`config.mk`:
```
export PLATFORM = sky130hd
export DESIGN_NAME = svunit_result_agg
export DESIGN_NICKNAME = d
export VERILOG_FILES = /design/src/rtl/svunit_hw_pkg.sv /design/src/rtl/svunit_chk_counter.sv /design/src/rtl/svunit_result_agg.sv
export SDC_FILE = /design/constraint.sdc
export NUM_CORES = 1
export LEC_CHECK = 0
export BUFFER_PORTS_ARGS = -buffer_cell sky130_fd_sc_hd__buf_2
export CELL_PAD_IN_SITES_DETAIL_PLACEMENT = 0
export CELL_PAD_IN_SITES_GLOBAL_PLACEMENT = 1
export CORE_MARGIN = 2
export CORE_UTILIZATION = 51
export DETAILED_ROUTE_END_ITERATION = 7
export GPL_TIMING_DRIVEN = 0
export MAX_ROUTING_LAYER = met4
export PLACE_DENSITY_LB_ADDON = 0.2
export RECOVER_POWER = 100
export REMOVE_ABC_BUFFERS = 1
export SLEW_MARGIN = 20
export SYNTH_ARGS = -nofsm -noshare
export SYNTH_HDL_FRONTEND = slang
export SYNTH_SLANG_ARGS = --single-unit
```
`constraint.sdc`:
```
create_clock -name clk -period 4.1 [get_ports clk]
set_clock_uncertainty 0.15 [all_clocks]
set_input_delay 1.025 -clock clk [delete_from_list [all_inputs] [get_ports clk]]
set_output_delay 1.025 -clock clk [all_outputs]
set_load 0.05 [all_outputs]
```
`src/rtl/svunit_hw_pkg.sv`:
```
// Shared types for the SVUnit hardware result aggregator.
package svunit_hw_pkg;

  localparam int unsigned CH_W_MIN = 1;

  typedef enum logic [1:0] {
    IDLE,
    RUN,
    REPORT,
    DONE
  } agg_state_e;

  // Index width for a channel count; a single channel still gets one bit.
  function automatic int unsigned ch_w_of(input int unsigned n);
    return (n > 1) ? $clog2(n) : CH_W_MIN;
  endfunction

endpackage

```
`src/rtl/svunit_chk_counter.sv`:
```
// One channel's saturating pass/fail counter pair.
module svunit_chk_counter #(
  parameter int unsigned CNT_W = 16
) (
  input  logic             clk,
  input  logic             rst,
  input  logic             clr,
  input  logic             en,
  input  logic             valid,
  input  logic             pass,
  output logic [CNT_W-1:0] pass_cnt,
  output logic [CNT_W-1:0] fail_cnt,
  output logic             sat_hit
);

  logic [CNT_W-1:0] r_pass;
  logic [CNT_W-1:0] r_fail;
  logic             w_inc_pass;
  logic             w_inc_fail;
  logic             w_pass_full;
  logic             w_fail_full;

  assign w_inc_pass  = en & valid & pass;
  assign w_inc_fail  = en & valid & ~pass;
  assign w_pass_full = &r_pass;
  assign w_fail_full = &r_fail;

  always_ff @(posedge clk) begin
    if (rst || clr) begin
      r_pass <= '0;
      r_fail <= '0;
    end else begin
      if (w_inc_pass && !w_pass_full) r_pass <= r_pass + 1'b1;
      if (w_inc_fail && !w_fail_full) r_fail <= r_fail + 1'b1;
    end
  end

  assign pass_cnt = r_pass;
  assign fail_cnt = r_fail;
  assign sat_hit  = (w_inc_pass & w_pass_full) | (w_inc_fail & w_fail_full);

endmodule

```
`src/rtl/svunit_result_agg.sv`:
```
// Multi-channel check aggregator: counts per-channel pass/fail events during a
// run, streams one record per channel on a valid/ready port, then holds a verdict.
module svunit_result_agg
  import svunit_hw_pkg::*;
#(
  parameter int unsigned NUM_CH = 4,
  parameter int unsigned CNT_W  = 16,
  parameter int unsigned CH_W   = ch_w_of(NUM_CH)
) (
  input  logic              clk,
  input  logic              rst,
  input  logic              start,
  input  logic              stop,
  input  logic [NUM_CH-1:0] chk_valid,
  input  logic [NUM_CH-1:0] chk_pass,
  output logic              rpt_valid,
  input  logic              rpt_ready,
  output logic [CH_W-1:0]   rpt_ch,
  output logic [CNT_W-1:0]  rpt_pass_cnt,
  output logic [CNT_W-1:0]  rpt_fail_cnt,
  output logic              busy,
  output logic              done,
  output logic              passed,
  output logic              sat,
  output logic              late_chk
);

  typedef struct packed {
    logic [CH_W-1:0]  ch;
    logic [CNT_W-1:0] pass_cnt;
    logic [CNT_W-1:0] fail_cnt;
  } rpt_rec_t;

  agg_state_e r_state;
  agg_state_e w_next;

  logic                         r_busy;
  logic                         r_done;
  logic                         r_passed;
  logic                         r_sat;
  logic                         r_late;
  logic                         r_rpt_valid;
  logic [CH_W-1:0]              r_rpt_ch;
  logic [NUM_CH-1:0][CNT_W-1:0] w_pass_cnt;
  logic [NUM_CH-1:0][CNT_W-1:0] w_fail_cnt;
  logic [NUM_CH-1:0]            w_sat_hit;
  logic                         w_in_run;
  logic                         w_start_acc;
  logic                         w_hs;
  logic                         w_last;
  logic                         w_verdict;
  rpt_rec_t                     w_rec;

  assign w_in_run    = (r_state == RUN);
  assign w_start_acc = start && ((r_state == IDLE) || (r_state == DONE));
  assign w_hs        = r_rpt_valid & rpt_ready;
  assign w_last      = (r_rpt_ch == CH_W'(NUM_CH - 1));
  assign w_verdict   = !(|w_fail_cnt) && (|w_pass_cnt);

  for (genvar g = 0; g < NUM_CH; g++) begin : g_ch
    svunit_chk_counter #(
      .CNT_W(CNT_W)
    ) u_cnt (
      .clk     (clk),
      .rst     (rst),
      .clr     (w_start_acc),
      .en      (w_in_run),
      .valid   (chk_valid[g]),
      .pass    (chk_pass[g]),
      .pass_cnt(w_pass_cnt[g]),
      .fail_cnt(w_fail_cnt[g]),
      .sat_hit (w_sat_hit[g])
    );
  end

  always_comb begin
    w_next = r_state;
    unique case (r_state)
      IDLE:    if (start) w_next = RUN;
      RUN:     if (stop) w_next = REPORT;
      REPORT:  if (w_hs && w_last) w_next = DONE;
      DONE:    if (start) w_next = RUN;
      default: w_next = IDLE;
    endcase
  end

  // Counters are frozen outside RUN, so the record is a live mux of them.
  always_comb begin
    w_rec = '0;
    if (r_rpt_valid) begin
      w_rec.ch       = r_rpt_ch;
      w_rec.pass_cnt = w_pass_cnt[r_rpt_ch];
      w_rec.fail_cnt = w_fail_cnt[r_rpt_ch];
    end
  end

  always_ff @(posedge clk) begin
    if (rst) begin
      r_state     <= IDLE;
      r_busy      <= 1'b0;
      r_done      <= 1'b0;
      r_passed    <= 1'b0;
      r_sat       <= 1'b0;
      r_late      <= 1'b0;
      r_rpt_valid <= 1'b0;
      r_rpt_ch    <= '0;
    end else begin
      r_state     <= w_next;
      r_busy      <= (w_next == RUN) || (w_next == REPORT);
      r_done      <= (w_next == DONE);
      r_rpt_valid <= (w_next == REPORT);
      if (r_state != REPORT) r_rpt_ch <= '0;
      else if (w_hs)         r_rpt_ch <= r_rpt_ch + 1'b1;
      // Run entry clears the sticky flags even if stray events arrive with start.
      if (w_start_acc) begin
        r_passed <= 1'b0;
        r_sat    <= 1'b0;
        r_late   <= 1'b0;
      end else begin
        if ((r_state == REPORT) && (w_next == DONE)) r_passed <= w_verdict;
        if (|w_sat_hit) r_sat <= 1'b1;
        if (!w_in_run && (|chk_valid)) r_late <= 1'b1;
      end
    end
  end

  assign rpt_valid    = r_rpt_valid;
  assign rpt_ch       = w_rec.ch;
  assign rpt_pass_cnt = w_rec.pass_cnt;
  assign rpt_fail_cnt = w_rec.fail_cnt;
  assign busy         = r_busy;
  assign done         = r_done;
  assign passed       = r_passed;
  assign sat          = r_sat;
  assign late_chk     = r_late;

endmodule

```
* Word level (Yosys, flattened, before mapping)
Index checks and enable logic that the tools add are counted.
** Operators by class
- Equal/unequal tests :: 8
- Multiplexer cells :: 9
- Reduce and logical (&&, ||, !) cells :: 42
- Add/sub/neg operators :: 9
- $lt $le $gt $ge :: 1
- Bitwise gates (word level) :: 29
** Operator list (number)
- $add 16x1->16 const B :: 8
- $reduce_and 16->1 :: 8
- $reduce_or 64->1 :: 2
- $bmux 16 s2 :: 2
- $mux 34 :: 1
- $mux 16 :: 2
- $and 1x1->1 :: 21
- $logic_and 1x1->1 :: 13
- $eq 2x2->1 const B :: 5
- $logic_not 1->1 :: 10
- $reduce_or 4->1 :: 2
- $mux 2 :: 3
- $pmux 2 s3 :: 1
- $reduce_or 2->1 :: 3
- $eq 2x1->1 const B :: 2
- $not 1->1 :: 4
- $or 1x1->1 :: 4
- $logic_or 1x1->1 :: 3
- $lt 2x3->1 const B :: 1
- $add 2x1->2 const B :: 1
- $logic_not 2->1 :: 1
- $ne 2x2->1 const B :: 1
** Word-level totals
- Word-level logic and storage cells :: 114
- Output and inout port bits :: 40
- Bits of input ports :: 13
- Bits in registers :: 138

* Longest topological paths before layout
Gate-level depths: netlist of the first run.
- Depth after elaboration :: 6
- Mapped depth :: 12
- Gate-level depth less buffers :: 12

* Cells and area by module
From an unflattened synthesis of the first run, not the netlist that was laid out.
** Unflattened totals
- Cells, all modules :: 995
- Area, all modules :: 8531.9 um^2
** Modules (own cells, without submodules)
- svunit_chk_counter (g_ch[0].u_cnt ...) :: times used 3, cells each 205, area each 1706.6 um^2, sequential area each 640.6 um^2
- svunit_result_agg :: times used 1, cells each 175, area each 1707.9 um^2, sequential area each 200.2 um^2
- svunit_chk_counter (g_ch[2].u_cnt) :: times used 1, cells each 205, area each 1704.1 um^2, sequential area each 640.6 um^2

* Least setup slack after synthesis of the first run
OpenSTA, ideal clock, no wires.
- Path type :: reg2out
- Start :: reg r_rpt_ch[1]
- End :: out rpt_fail_cnt[5]
- Stages on the path, launching flop included :: 5
- Path slack :: 1.138 ns
- Required time :: 2.925 ns
- Arrival time :: 1.787 ns
- Buffers on the path :: 2
- Cell sequence :: dfxtp_1 clkbuf_1 buf_2 mux4_2 and2_1
** Between the ends
- Word-level cells in the longest chain between the ends :: 3
** RTL lines
- start: declaration :: RTL line svunit_result_agg.sv:43 : logic [CH_W-1:0] r_rpt_ch;
- start signal: assignment :: RTL line svunit_result_agg.sv:113 : else if (w_hs) r_rpt_ch <= r_rpt_ch + 1'b1;
- $bmux 16 s2 :: RTL line svunit_result_agg.sv:93 : w_rec.fail_cnt = w_fail_cnt[r_rpt_ch];
- $mux 16 (implied by the code) :: RTL line svunit_result_agg.sv:93
- $mux 34 :: RTL line svunit_result_agg.sv:90 : if (r_rpt_valid) begin
- end: declaration :: RTL line svunit_result_agg.sv:20 : output logic [CNT_W-1:0] rpt_fail_cnt,
No other way between the ends. The select of a mux whose other input is x is not followed.

* Worst setup path after layout of the first run
- Start :: reg r_rpt_ch[1]
- End :: out rpt_fail_cnt[2]
The elaborated chain is that of the path after synthesis.

==> impl_metrics.toml, run 1 <==
[worst_setup_path]
critical_path_class = "reg2out"
startpoint_type = "flop"
cpLargestDelayFamily = "flip-flops"
required_ns = 2.92
crit_path_end_kind = "output port"
worst-path-max-fanout = 35
worstRegToRegCells = 8
r2r_slack_ns = 0.72
reg2reg_from = "r_state[0]"
crit_slowest_cell = "dfxtp_4"
critPathMaxStageDelay_ns = 0.79
path_cells = "mux4_1, and2_1, clkbuf_1"
arrival_ns = 2.36
cp.buffers_inverters = 1
reg2reg_to = "g_ch[1].u_cnt.fail_cnt[9]"

[synth]
ys_warn_count = 0
ys_top_cells_by_count = "138 x dfxtp_1, 111 x nor2_1, 68 x xnor2_1, 50 x nand2_1, 45 x nor4_1"
yosys.area.top_type = "dfxtp_1"
syn_inst = 934
ys_seq_area_share_pct = 33.5
async_flop_share_pct = 0
yosysMostFrequentCell = "dfxtp_1"
yosysTopAreaCellShare_pct = 33.5
synth_cell_types = 67
ys_ff_latch = 138
synth_enable_flop_cells = 0
syn_avg_cell_area_sq_um = 8.83
syn_area_sq_mm = 0.00825
ys_top_cells_by_area = "dfxtp_1 34%, mux4_2 8.5%, xnor2_1 7.2%"
synth_flop_cell = "dfxtp_1"

[floorplanning]
row_count = 46
die_x_microns = 131
pin_count = 53
start_util_pct = 52.1
fp.dieArea_sq_mm = 0.0172
coreArea_sq_mm = 0.0158
die_h_microns = 131

[worst_hold_path]
whs_path_depth = 2
min_to = "passed"
hold_path.class = "reg2reg"
hp-start = "passed"

[clock_network]
cts_setup_buffers = 0
cts_tree = "done"
clk_pin_slew_worst_paths_ns = 0.06
cts_max_path_buffers = 2
insertion_delay_ns = 0.43
cts-root-buf = "clkbuf_16"
clock_sinks = 138
cts_buffers = 17
cts_max_level = 4
hold_buffers = 0
postCtsResizedCells = 0

[layout]
final_layout_size_suffix_gt1_share_pct = 10.7
nets = 996
fill_cells = 1441
multi_input_area_sq_mm = 0.00507
fin_util_pct = 57.8
seqCellArea_sq_mm = 0.00277
instances_no_fill = 1190
final_cell_area_sq_mm = 0.00915
area_growth_pct = 11.0
n_antenna_cell = 0

[sta]
hold_violations = 0
fin_setup_tns_ns = 0
slew_headroom_pct = -3.69
fin_crit_ns = 3.54
finalSetupViolations = 0
rsz0062_at_grt = "false"
fin_ws_ns = 0.565
finalMaxSlewViolations = 36
finalCritPeriodShare_pct = 86.2
fmax_mhz = 283
worstMarginPinSlew_ns = 1.56

[placed_design]
place_hpwl_mm = 15.9
place_ws_ns = 0.984
portBuffers = 52
place_inst = 1158
gp_congestion = 0.948
dpl_cell_area_sq_mm = 0.00865

[global_route]
grt_pass1_wl_mm = 35.9
grt_usage_pct = 26.8
grt_pass1_vias = 6700
grt_max_degree = 49
grt_overflow = 0
antenna_found_initial = 0

[routing]
wl_per_cell_microns = 18.6
top_layer = "met4"
route.met2.wl_mm = 9.31
drt_pass1_iterations = 5
vias_per_cell = 6.09
totalWireLength_mm = 22.1
wl_met1_mm = 10.7
drcViolationCount = 0
drtIter0Drc = 677
dr_wl_met3_mm = 1.73
num_vias = 7253
ant_nets = 0

[pwr]
leakage_nw = 2.84
power_density_mw_per_mm2 = 349
ir_drop_mv = 0.297
combPwrFrac_pct = 5.9
p_sw_mw = 0.774
clock_power_share_pct = 51.3
intPower_mw = 2.42
pwr-share-seq_pct = 42.8
swShare_pct = 24.2

[job]
maxCapViolCount = 1

[run_status]
outcome = "finished with violations"
failed_checks = "capacitance limit, slew limit"
cells by family (layout without fill, tap and decap cells):
group / after synthesis / after routing / share of synthesized area [%]
adder cells (fa/ha/maj): 22 / 22 / 3.34
multiplexers: 39 / 39 / 9.63
AND/OR/NAND/NOR: 456 / 456 / 30.7
XOR/XNOR: 91 / 91 / 9.66
AO/OA/AOI/OAI: 106 / 106 / 8.74
buffers and inverters: 82 / 122 / 4.40
flip-flops: 138 / 138 / 33.5
final cells by class:
type	instances	area share, %
multi-input combinational	714	55.5
sequential	138	30.2
clock buffer	17	4.65
timing repair buffer	57	3.16
tap	216	2.95
clock inverter	15	2.17
inverter	33	1.35
worst max path at each step:
stage                start                         to  cells after the start
2_1_floorplan          rst  g_ch[1].u_cnt.fail_cnt[7]                      3
3_3_place_gp           rst  g_ch[1].u_cnt.fail_cnt[7]                      4
3_5_place_dp     rpt_valid                     passed                     10
4_1_cts        r_rpt_ch[1]            rpt_fail_cnt[2]                      3
5_1_grt        r_rpt_ch[1]            rpt_fail_cnt[2]                      3
6_report       r_rpt_ch[1]            rpt_fail_cnt[2]                      3
power groups by stage:
stage / Sequential (mW) / Combinational [mW] / Clock, mW
6_report: 1.37 / 0.190 / 1.64
5_1_grt: 1.37 / 0.209 / 1.71
4_1_cts: 1.37 / 0.196 / 1.66
3_5_place_dp: 1.40 / 0.195 / 0
3_3_place_gp: 1.40 / 0.182 / 0
2_1_floorplan: 1.41 / 0.105 / 0
registers in the layout, indices dropped and copies added (netlist names):
signal               cells
r_state                  2
r_rpt_ch                 2
g_ch.u_cnt.pass_cnt     64
done                     1
sat                      1
late_chk                 1
passed                   1
busy                     1
rpt_valid                1
g_ch.u_cnt.fail_cnt     64
per-layer routing:
metal  up-vias  track usage, %
met5         -               -
met4         0            8.09
met3        23            6.25
met2       256            36.7
met1      3479            39.0
li1       3495               -
metrics by stage:
stage	power (mW)	hold WS, ns
2_1_floorplan	1.52	0.315
3_3_place_gp	1.58	0.305
3_5_place_dp	1.59	0.328
4_1_cts	3.23	0.336
5_1_grt	3.29	0.359
6_report	3.20	0.333
cells in the final DEF (no fill, tap or decap), drive strengths merged, types with 5 or more instances in the layout:
master and n:
a2111oi 10, a211oi 7, a21oi 32, a31oi 7, and2 43, and3 14
and4 13, buf 18, clkbuf 56, clkinv 6, dfxtp 138, ha 22
inv 35, mux2i 7, mux4 32, nand2 50, nand3 44, nand3b 5
nand4 47, nor2 112, nor3 23, nor3b 6, nor4 46, nor4b 6
o211ai 12, o21ai 20, or3 12, or4 16, xnor2 68, xor2 23
worst reg2reg max path: stages, from the launching register on:
cell and delay [ns]:
dfxtp_1 0.39, inv_1 0.06, ha_1 0.35, nand2_1 0.11, nand2b_1 0.79, buf_12 0.52
buf_12 0.21, or4_2 0.67, nand2_1 0.08
Power figures use the tool's default switching activity.
==> run 2, diff against run 1 <==
- CORE_UTILIZATION: 51 -> 25
- clock period: 4.1 -> 3.7 ns (I/O delays scaled with it)
==> run 2 against run 1 <==
The run still ends with capacitance limit, slew limit left; critical path depth did not move; die area rose by 100%; cell count rose by 19%; worst hold slack got worse by 0.021 ns; wire length rose by 19%; clock power barely moved; sequential cell count did not move; setup slack got worse by 0.26 ns; via count fell by 0.28%; design area rose by 3.1%; clock-buffer cell count did not move; sequential share of layout area fell by 0.90 points; critical path type unchanged; highest routed layer unchanged.
==> impl_metrics.toml, run 2 (synthesized netlist as in run 1, its figures left out) <==
[layout]
final_layout_size_suffix_gt1_share_pct = 14.1
final_common_cell = "dfxtp_1"
final_cell_area_sq_mm = 0.00943
fin_util_pct = 29.0
fill_cells = 3559
area_growth_pct = 14.4
nets = 997
instances_no_fill = 1418
final_cell_mix = "136 x dfxtp_1, 111 x nor2_1, 68 x xnor2_1"

[placed_design]
gp_congestion = 0.784
place_inst = 1385
place_hpwl_mm = 19.2
portBuffers = 52
dpl_cell_area_sq_mm = 0.00895

[global_route]
antenna_found_initial = 1
grt_max_degree = 55
grt_overflow = 0
grt_usage_pct = 16.4
grt_pass1_vias = 6932
grt_pass1_wl_mm = 41.4

[clock_network]
clock_sinks = 138
cts_max_path_buffers = 2
insertion_delay_ns = 0.43
postCtsResizedCells = 0
hold_buffers = 0
cts-root-buf = "clkbuf_16"
cts_buffers = 17
clk_pin_slew_worst_paths_ns = 0.07
cts_setup_buffers = 0
cts_tree = "done"
cts_max_level = 4

[floorplanning]
pin_count = 53
row_count = 66
start_util_pct = 25.3
fp.dieArea_sq_mm = 0.0345
die_h_microns = 186
die_x_microns = 186
coreArea_sq_mm = 0.0325

[routing]
wl_per_cell_microns = 18.5
vias_per_cell = 5.10
num_vias = 7233
drtIter0Drc = 441
ant_nets = 0
drcViolationCount = 0
drt_pass1_iterations = 4
totalWireLength_mm = 26.3

[run_status]
outcome = "finished with violations"
failed_checks = "capacitance limit, slew limit"

[sta]
finalSetupViolations = 0
fmax_mhz = 294
worstMarginPinSlew_ns = 1.55
rsz0062_at_grt = "false"
slew_headroom_pct = -4.72
finalCritPeriodShare_pct = 91.9
hold_violations = 0
fin_crit_ns = 3.40
finalMaxSlewViolations = 16

[worst_setup_path]
critical_path_class = "reg2out"
startpoint_type = "flop"
required_ns = 2.62
crit_path_end_kind = "output port"
worst-path-max-fanout = 35
arrival_ns = 2.32

[pwr]
leakage_nw = 2.93
power_density_mw_per_mm2 = 359
ir_drop_mv = 0.308
finalPower_mw = 3.39

[worst_hold_path]
hold_path.class = "reg2reg"

[job]
maxCapViolCount = 1
run 2: cell type report:
type | instances | area [sq um] | area share (%)
repair buffers | 58 | 355 | 3.77
flip-flops and latches | 138 | 2770 | 29.3
well taps | 442 | 553 | 5.86
inverters | 33 | 124 | 1.31
clock buffers | 17 | 425 | 4.51
clock inverters | 15 | 129 | 1.37
diodes | 1 | 2.50 | 0.0265
multi-input cells | 714 | 5070 | 53.8
run 2: path summary, 6_finish.rpt:
check,end,from,depth (start not counted),slack [ns]
min reg2reg,passed,passed,2,0.31
max,rpt_fail_cnt[2],r_rpt_ch[1],3,0.30
max reg2reg,g_ch[1].u_cnt.fail_cnt[11],g_ch[1].u_cnt.fail_cnt[2],5,0.43
min,passed,passed,2,0.31
run 2: power by group:
group / switching (mW) / internal (mW) / total, mW
Sequential: 0.0184 / 1.50 / 1.52
Combinational: 0.158 / 0.0668 / 0.224
Clock: 0.724 / 0.923 / 1.65
Total: 0.900 / 2.49 / 3.39
run 2: layer usage:
layer / part of all wire (%) / wire length (microns) / vias up / track usage (%)
met2: 44 / 11700 / 111 / 24.1
met5: 0 / 0 / - / -
met1: 51 / 13400 / 3593 / 23.1
met3: 2.9 / 772 / 23 / 2.33
met4: 1.6 / 425 / 0 / 4.88
li1: - / - / 3506 / -
run 2: critical path: stages, from the launching register on:
cell      delay (ns)
dfxtp_4         0.79
mux4_1          0.66
and2_1          0.18
clkbuf_2        0.23
run 2: stage by stage:
step / setup slack (ns) / hold slack [ns] / TNS [ns]
after detailed placement: 0.688 / 0.303 / 0
after global routing: 0.0943 / 0.357 / 0
after floorplan: -0.307 / 0.315 / -1.31
after CTS: 0.274 / 0.311 / 0
final: 0.301 / 0.313 / 0
after global placement: -2.60 / 0.301 / -302.12
